$ cat src/rtl/nn_dense_layer.sv
// Fully-connected NN layer (forward pass) with one time-shared MAC and a runtime-loadable
// weight/bias file; signed fixed point DATA_W bits with FRAC_W fraction bits.
module nn_dense_layer #(
  parameter int N_IN   = 2,
  parameter int N_OUT  = 2,
  parameter int DATA_W = 16,
  parameter int FRAC_W = 14,
  parameter int ADDR_W = $clog2(N_OUT*(N_IN+1))
) (
  input  logic                      clk,
  input  logic                      res,
  input  logic                      start,
  input  logic [1:0]                act_mode,
  input  logic [N_IN*DATA_W-1:0]    x_in,
  input  logic                      w_we,
  input  logic [ADDR_W-1:0]         w_addr,
  input  logic [DATA_W-1:0]         w_data,
  output logic                      busy,
  output logic                      done,
  output logic [N_OUT*DATA_W-1:0]   y_out
);

  localparam int N_W   = N_OUT * (N_IN + 1);
  localparam int ACC_W = 2 * DATA_W + $clog2(N_IN + 2);
  localparam int I_W   = $clog2(N_IN + 1);
  localparam int N_B   = (N_OUT > 1) ? $clog2(N_OUT) : 1;

  localparam logic [I_W-1:0]    I_LAST = I_W'(N_IN);
  localparam logic [I_W-1:0]    I_ONE  = I_W'(1);
  localparam logic [N_B-1:0]    N_LAST = N_B'(N_OUT - 1);
  localparam logic [N_B-1:0]    N_ONE  = N_B'(1);
  localparam logic [ADDR_W-1:0] A_ONE  = ADDR_W'(1);
  localparam logic [ADDR_W:0]   N_W_C  = (ADDR_W+1)'(N_W);

  localparam logic signed [ACC_W-1:0]  SAT_MAX = ACC_W'({1'b0, {(DATA_W-1){1'b1}}});
  localparam logic signed [ACC_W-1:0]  SAT_MIN = ~SAT_MAX;
  localparam logic signed [DATA_W+1:0] HS_HALF = (DATA_W+2)'(32'sd1 <<< (FRAC_W - 1));
  localparam logic signed [DATA_W+1:0] HS_ONE  = (DATA_W+2)'(32'sd1 <<< FRAC_W);

  typedef enum logic [1:0] {
    S_IDLE = 2'd0,
    S_MAC  = 2'd1,
    S_ACT  = 2'd2,
    S_DONE = 2'd3
  } state_t;

  state_t                     state_r;
  logic                       busy_r;
  logic                       done_r;
  logic [1:0]                 mode_r;
  logic [N_IN*DATA_W-1:0]     x_sh_r;
  logic signed [ACC_W-1:0]    acc_r;
  logic [I_W-1:0]             i_r;
  logic [N_B-1:0]             n_r;
  logic [ADDR_W-1:0]          wptr_r;
  logic [N_OUT*DATA_W-1:0]    y_r;
  logic signed [DATA_W-1:0]   wmem [N_W];

  logic signed [DATA_W-1:0]   w_s;
  logic signed [DATA_W-1:0]   x_s;
  logic [N_IN*DATA_W-1:0]     x_rot_s;
  logic signed [ACC_W-1:0]    prod_s;
  logic signed [ACC_W-1:0]    bias_s;
  logic signed [ACC_W-1:0]    addend_s;
  logic signed [ACC_W-1:0]    acc_sh_s;
  logic signed [DATA_W-1:0]   sat_s;
  logic signed [DATA_W-1:0]   act_s;

  function automatic logic signed [DATA_W-1:0] sat_fn(input logic signed [ACC_W-1:0] v);
    if (v > SAT_MAX) begin
      sat_fn = SAT_MAX[DATA_W-1:0];
    end else if (v < SAT_MIN) begin
      sat_fn = SAT_MIN[DATA_W-1:0];
    end else begin
      sat_fn = v[DATA_W-1:0];
    end
  endfunction

  function automatic logic signed [DATA_W-1:0] act_fn(input logic [1:0] mode,
                                                      input logic signed [DATA_W-1:0] s);
    logic signed [DATA_W+1:0] h_v;
    h_v = (DATA_W+2)'(s >>> 2) + HS_HALF;
    case (mode)
      2'd1: act_fn = s[DATA_W-1] ? {DATA_W{1'b0}} : s;
      2'd2: begin
        if (h_v[DATA_W+1]) begin
          act_fn = {DATA_W{1'b0}};
        end else if (h_v > HS_ONE) begin
          act_fn = HS_ONE[DATA_W-1:0];
        end else begin
          act_fn = h_v[DATA_W-1:0];
        end
      end
      default: act_fn = s;
    endcase
  endfunction

  // The x operand register rotates one lane per product so x[i] is always in the low lane.
  generate
    if (N_IN > 1) begin : g_rot
      assign x_rot_s = {x_sh_r[DATA_W-1:0], x_sh_r[N_IN*DATA_W-1:DATA_W]};
    end else begin : g_rot1
      assign x_rot_s = x_sh_r;
    end
  endgenerate

  assign w_s      = wmem[wptr_r];
  assign x_s      = x_sh_r[DATA_W-1:0];
  assign prod_s   = ACC_W'(w_s) * ACC_W'(x_s);
  assign bias_s   = ACC_W'(w_s) <<< FRAC_W;
  assign addend_s = (i_r == I_LAST) ? bias_s : prod_s;
  assign acc_sh_s = acc_r >>> FRAC_W;
  assign sat_s    = sat_fn(acc_sh_s);
  assign act_s    = act_fn(mode_r, sat_s);

  assign busy  = busy_r;
  assign done  = done_r;
  assign y_out = y_r;

  // Weight file: writable only while idle, out-of-range addresses dropped, never reset.
  always_ff @(posedge clk) begin
    if (w_we && (state_r == S_IDLE) && ({1'b0, w_addr} < N_W_C)) begin
      wmem[w_addr] <= w_data;
    end
  end

  // Sequencer: MAC over N_IN products plus bias, then one activation cycle per neuron.
  always_ff @(posedge clk) begin
    if (res) begin
      state_r <= S_IDLE;
      busy_r  <= 1'b0;
      done_r  <= 1'b0;
      mode_r  <= 2'd0;
      x_sh_r  <= {(N_IN*DATA_W){1'b0}};
      acc_r   <= {ACC_W{1'b0}};
      i_r     <= {I_W{1'b0}};
      n_r     <= {N_B{1'b0}};
      wptr_r  <= {ADDR_W{1'b0}};
    end else begin
      case (state_r)
        S_IDLE: begin
          done_r <= 1'b0;
          if (start) begin
            x_sh_r  <= x_in;
            mode_r  <= act_mode;
            acc_r   <= {ACC_W{1'b0}};
            i_r     <= {I_W{1'b0}};
            n_r     <= {N_B{1'b0}};
            wptr_r  <= {ADDR_W{1'b0}};
            busy_r  <= 1'b1;
            state_r <= S_MAC;
          end
        end
        S_MAC: begin
          acc_r  <= acc_r + addend_s;
          wptr_r <= wptr_r + A_ONE;
          if (i_r == I_LAST) begin
            i_r     <= {I_W{1'b0}};
            state_r <= S_ACT;
          end else begin
            i_r    <= i_r + I_ONE;
            x_sh_r <= x_rot_s;
          end
        end
        S_ACT: begin
          acc_r <= {ACC_W{1'b0}};
          i_r   <= {I_W{1'b0}};
          if (n_r == N_LAST) begin
            busy_r  <= 1'b0;
            done_r  <= 1'b1;
            state_r <= S_DONE;
          end else begin
            n_r     <= n_r + N_ONE;
            state_r <= S_MAC;
          end
        end
        S_DONE: begin
          done_r  <= 1'b0;
          state_r <= S_IDLE;
        end
        default: begin
          busy_r  <= 1'b0;
          done_r  <= 1'b0;
          state_r <= S_IDLE;
        end
      endcase
    end
  end

  // Capture the activated value into the current neuron's output slot.
  always_ff @(posedge clk) begin
    if (res) begin
      y_r <= {(N_OUT*DATA_W){1'b0}};
    end else if (state_r == S_ACT) begin
      for (int k = 0; k < N_OUT; k++) begin
        if (n_r == N_B'(k)) begin
          y_r[k*DATA_W +: DATA_W] <= act_s;
        end
      end
    end
  end

endmodule

$ cat config.mk
export PLATFORM = sky130hd
export DESIGN_NAME = nn_dense_layer
export DESIGN_NICKNAME = d
export VERILOG_FILES = /design/src/rtl/nn_dense_layer.sv
export SDC_FILE = /design/constraint.sdc
export NUM_CORES = 1
export LEC_CHECK = 0
export BUFFER_PORTS_ARGS = -buffer_cell sky130_fd_sc_hd__buf_2
export CAP_MARGIN = 20
export CORE_ASPECT_RATIO = 1.75
export CORE_MARGIN = 4
export CORE_UTILIZATION = 55
export DETAILED_ROUTE_END_ITERATION = 7
export PLACE_DENSITY = 0.75
export SETUP_SLACK_MARGIN = 0.1
export SLEW_MARGIN = 10
export SYNTH_ARGS = -nofsm -noshare
export SYNTH_HDL_FRONTEND = slang
export SYNTH_SLANG_ARGS = --single-unit
$ cat constraint.sdc
create_clock -name clk -period 9 [get_ports clk]
set_clock_uncertainty 0.15 [all_clocks]
set_input_delay 0.9 -clock clk [delete_from_list [all_inputs] [get_ports clk]]
set_output_delay 0.9 -clock clk [all_outputs]
set_load 0.01 [all_outputs]
# Word-level counts from Yosys, hierarchy flattened
# Memories as Yosys holds them, arrays and structs flattened. A register that Yosys moved wholly into a read port is not among the register bits.
# Index checks and enable logic that the tools add are counted.
[totals] register_bits=110 ramBits=96 input_bits=57 output_inout_bits=34 wordCells=84 mem_count=1
[mem_list] memory="wmem" depth=6 word_bits=16 read_ports=1 rd_clocked_by_memory_dff=1 write_ports=1 line_no="57" rtl="logic signed [DATA_W-1:0] wmem [N_W];"
[op_classes] n_addsub=5 n_mul=1 n_lt_le_gt_ge=4 eq_ne=10 mux=33 bitwise=1 n_reduce_logical=18
[op_table] cell="$pmux W34 S3" count=1
[op_table] cell="$mux W34" count=2
[op_table] cell="$mux W16" count=4
[op_table] cell="$mux W32" count=2
[op_table] cell="$pmux W32 S2" count=1
[op_table] cell="$add A34 B34 Y34" count=1
[op_table] cell="$mul A16 B16 Y32" count=1
[op_table] cell="$pmux W16 S2" count=1
[op_table] cell="$gt A20 B16 Y1 const B" count=1
[op_table] cell="$lt A20 B16 Y1 const B" count=1
[op_table] cell="$add A14 B15 Y16 const B" count=1
[op_table] cell="$gt A16 B16 Y1 const B" count=1
[op_table] cell="$reduce_and A2 Y1" count=8
[op_table] cell="$mux W15" count=1
[op_table] cell="$mux W2" count=5
[op_table] cell="$mux W3" count=3
[op_table] cell="$eq A2 B2 Y1 const B" count=4
[op_table] cell="$ne A2 B2 Y1 const B" count=4
[op_table] cell="$pmux W2 S4" count=1
[op_table] cell="$mux W1" count=7
[op_table] cell="$pmux W1 S2" count=3
[op_table] cell="$pmux W2 S3" count=1
[op_table] cell="$pmux W3 S2" count=1
[op_table] cell="$reduce_and A3 Y1" count=2
[op_table] cell="11 further kinds" count=15

# Longest topological paths before layout
[depth] depth_word=8 depth_mapped=41

# Least setup slack after synthesis
# OpenSTA, ideal clock, no wires.
[synth_path] path_type="flip-flop to flip-flop" from="register with a tool-made name" to="register acc_r[33]" setup_time_ns=0.116 arrival_ns=9.132 slack_ns=-0.398 stages_incl_launch_ff=41 n_path_buf=5 synth_period_minus_slack_ns=9.398 path_cell_list="dfxtp_1 buf_2 buf_4 buf_2 buf_2 mux2i_1 a21oi_1 clkbuf_1 nand2_1 fa_1 inv_1 fa_1 inv_1 fa_1 inv_1 fa_1 fa_1 inv_1 [... 5 more ...] a211o_1 a21oi_1 or4_1 a21oi_1 nor2_1 xor2_1 a21oi_1 ha_1 nand4_1 nor2_1 and2_1 and3_1 a32oi_1 nand2_1 o221ai_1 mux2i_1 a41oi_2 a41o_1"
[synth_lines] item="end signal, assigned" line_no="135" rtl="acc_r <= {ACC_W{1'b0}};"
[synth_lines] item="end signal, assigned" line_no="146" rtl="acc_r <= {ACC_W{1'b0}};"
[synth_lines] item="end signal, assigned" line_no="155" rtl="acc_r <= acc_r + addend_s;"
[synth_lines] item="end, declared" line_no="52" rtl="logic signed [ACC_W-1:0] acc_r;"

==> metrics.yaml <==
finish:
  diodes: 0
  nNetsFinal: 2707
  layout-drive-gt1-share: 0.1932
  area_growth_syn_to_layout_pct: 17.86
logic_synthesis:
  yosysSeqAreaShare: 0.2596
  ys_types: 63
  synth.avg_cell_area_um2: 9.655
  ys_ff_latch: 209
  synth_top_area_cell: "fa_1"
  synthFlopType: "dfxtp_1"
  synth_commonest_cells: "inv_1, fa_1, nand2_1, nor2_1, ha_1"
  synth_top_area_frac: 0.2656
  synth_edf_count: 96
  yosysWarningCount: 0
  postSynthCellCount: 2053
  synth.net_count: 2496
  synth_area_leaders: "fa_1, edfxtp_1, dfxtp_1, ha_1, inv_1"
  async_reset_ff_frac: 0
  synth_area_um2: 19820
  yosysMostFrequentCell: "inv_1"
sta:
  setup_violations: 1
  final-max-slew-violation-count: 0
  fin_crit_sh: 1.017
  worst_slew_pin_slew_ns: 1.018
  finalWorstSetupSlack_ns: -0.1499
  slew_headroom: 0.3205
  fin_crit_ns: 9.150
  max_freq_ghz: 0.1093
  rsz0062_at_grt: "yes"
  hold_ws_ns: 0.3029
  hold_viol: 0
routing:
  vias_per_cell: 5.693
  via_count: 15616
  wl_per_cell_um: 19.21
  drcViolationCount: 0
  ant_nets: 0
  drt_iter0_markers: 819
  drt_pass1_iterations: 5
  drt-total-wl_mm: 52.70
die:
  die_w_um: 151.5
  row_count: 91
  initial_core_util: 0.5598
  fp.dieH_um: 259.1
  die-area_um2: 39260
  core_area_um2: 35410
  io_pins: 91
critical_path:
  path_delay_family: "adder cells"
  cpMostUsedCell: "fa_1"
  start_kind: "flop"
  worstRegToRegCells: 40
  worstPathArrival_ns: 9.45
  critPathSlowestCell: "fa_1"
  reg2reg_slack_ns: -0.15
  endpoint_kind: "flop"
  critical_path.max_stage_delay_ns: 0.55
  cp_max_fo: 5
  required_ns: 9.30
  cp_num_buf_inv: 9
  r2r-end: "acc_r[33]"
  critPathKind: "flop to flop"
min_path:
  whs_path_depth: 2
  whs_endpoint: "y_out[2]"
  timing.hold.worst.class: "flop to flop"
  hp-start: "y_out[2]"
clock_tree:
  cts_buffers: 20
  htree_levels: 1
  cts_tree: "yes"
  clockBufferDepth: 3
  cts.reportedPaths.clkPinSlew_ns: 0.07
  root_buffer: "clkbuf_16"
  cts_num_sinks: 209
  insertion_delay_ns: 0.52
  hold_buffers: 0
placement:
  dp_hpwl_mm: 41.39
  gp_congestion: 0.9850
  portBuffers: 90
global_route:
  antenna_found_initial: 1
  grt_use_total: 0.2738
  overflow: 0
  grt_pass1_vias: 16637
  grt_first_pass_wirelength_mm: 84.51
  grt_max_degree: 54
run:
  maxCapViolCount: 0
outcome:
  violations: "setup timing"
  status: "finished, violations left"
worst max path at each step:
stage                     cells past startpoint   endpoint  slack, ns  startpoint
after floorplan                              38  acc_r[33]       0.13        flop
after CTS                                    41  acc_r[33]       0.03        flop
after detailed placement                     39  acc_r[33]      -0.57        flop
final                                        40  acc_r[33]      -0.15        flop
after global placement                       39  acc_r[33]      -0.45        flop
after global routing                         39  acc_r[33]      -0.45        flop
sequential cells by signal, indices dropped and copies added (netlist names), named ones only:
| name | flops |
|---|---|
| wmem | 96 |
| acc_r | 34 |
| x_sh_r | 32 |
| y_out | 32 |
| wptr_r | 3 |
| i_r | 2 |
| mode_r | 2 |
| state_r | 2 |
| busy | 1 |
| done | 1 |
| n_r | 1 |
worst min-delay path, cell delays in order (launching register included):
cell     delay (ns)
dfxtp_1        0.31
nand2_1        0.05
a21oi_1        0.05
layout make-up:
type,count,area [um^2]
clock buffers,31,593.1
clock inverters,5,61.31
fillers,2689,12050
inverters,314,1179
multi-input cells,1432,13670
flip-flops and latches,209,5149
well taps,465,581.8
repair buffers,287,2131
cell usage in the layout (no fill, tap or decap), drive strengths merged, types with 26 or more instances in the layout:
master / Yosys / final
a211oi: 53 / 53
a21oi: 113 / 113
and2: 95 / 95
buf: 16 / 285
clkbuf: 82 / 33
dfxtp: 113 / 113
edfxtp: 96 / 96
fa: 263 / 263
ha: 123 / 123
inv: 314 / 315
mux2i: 51 / 51
nand2: 199 / 199
nand2b: 27 / 27
nor2: 155 / 155
nor2b: 40 / 40
o21ai: 61 / 61
xnor2: 38 / 38
xor2: 26 / 26
stage by stage:
step	TNS, ns	std cells	setup slack, ns	area [um^2]	utilization
after detailed placement	-0.8044	2681	-0.5676	21910	0.6187
after global routing	-2.365	2743	-0.4526	23360	0.6598
after CTS	0	2723	0.02948	22810	0.6441
after floorplan	0	2053	0.1279	19860	-
after global placement	-0.5999	2681	-0.4503	21910	0.6187
final	-0.1499	2743	-0.1499	23360	0.6598
logic make-up (layout without fill, tap and decap cells):
group                    after synthesis  after routing  share of synthesized area
adder cells (fa/ha/maj)              386            386                     0.3433
multiplexers                          68             68                    0.04450
AO/OA/AOI/OAI                        339            339                     0.1096
XOR/XNOR                              64             64                    0.02828
buffers and inverters                412            637                    0.07897
flip-flops                           209            209                     0.2596
AND/OR/NAND/NOR                      575            575                     0.1358
metal layers:
metal  vias up  GRT usage  wire length [um]
li1       7101          -                 -
met1      7783     0.3055             18380
met2       529     0.5090             28650
met3       203    0.02568              2388
met4         0     0.1377              3281
met5         -          0                 0
repair_timing:
item                       CTS  global route
setup endpoints to repair    5            15
cloned                       1             0
setup buffers                5            18
pin swaps                   17            66
resized for setup           39            88
Power is left out: the tool's default activity adds up to more than one toggle a clock period on the data nets, which glitch-free logic cannot reach.
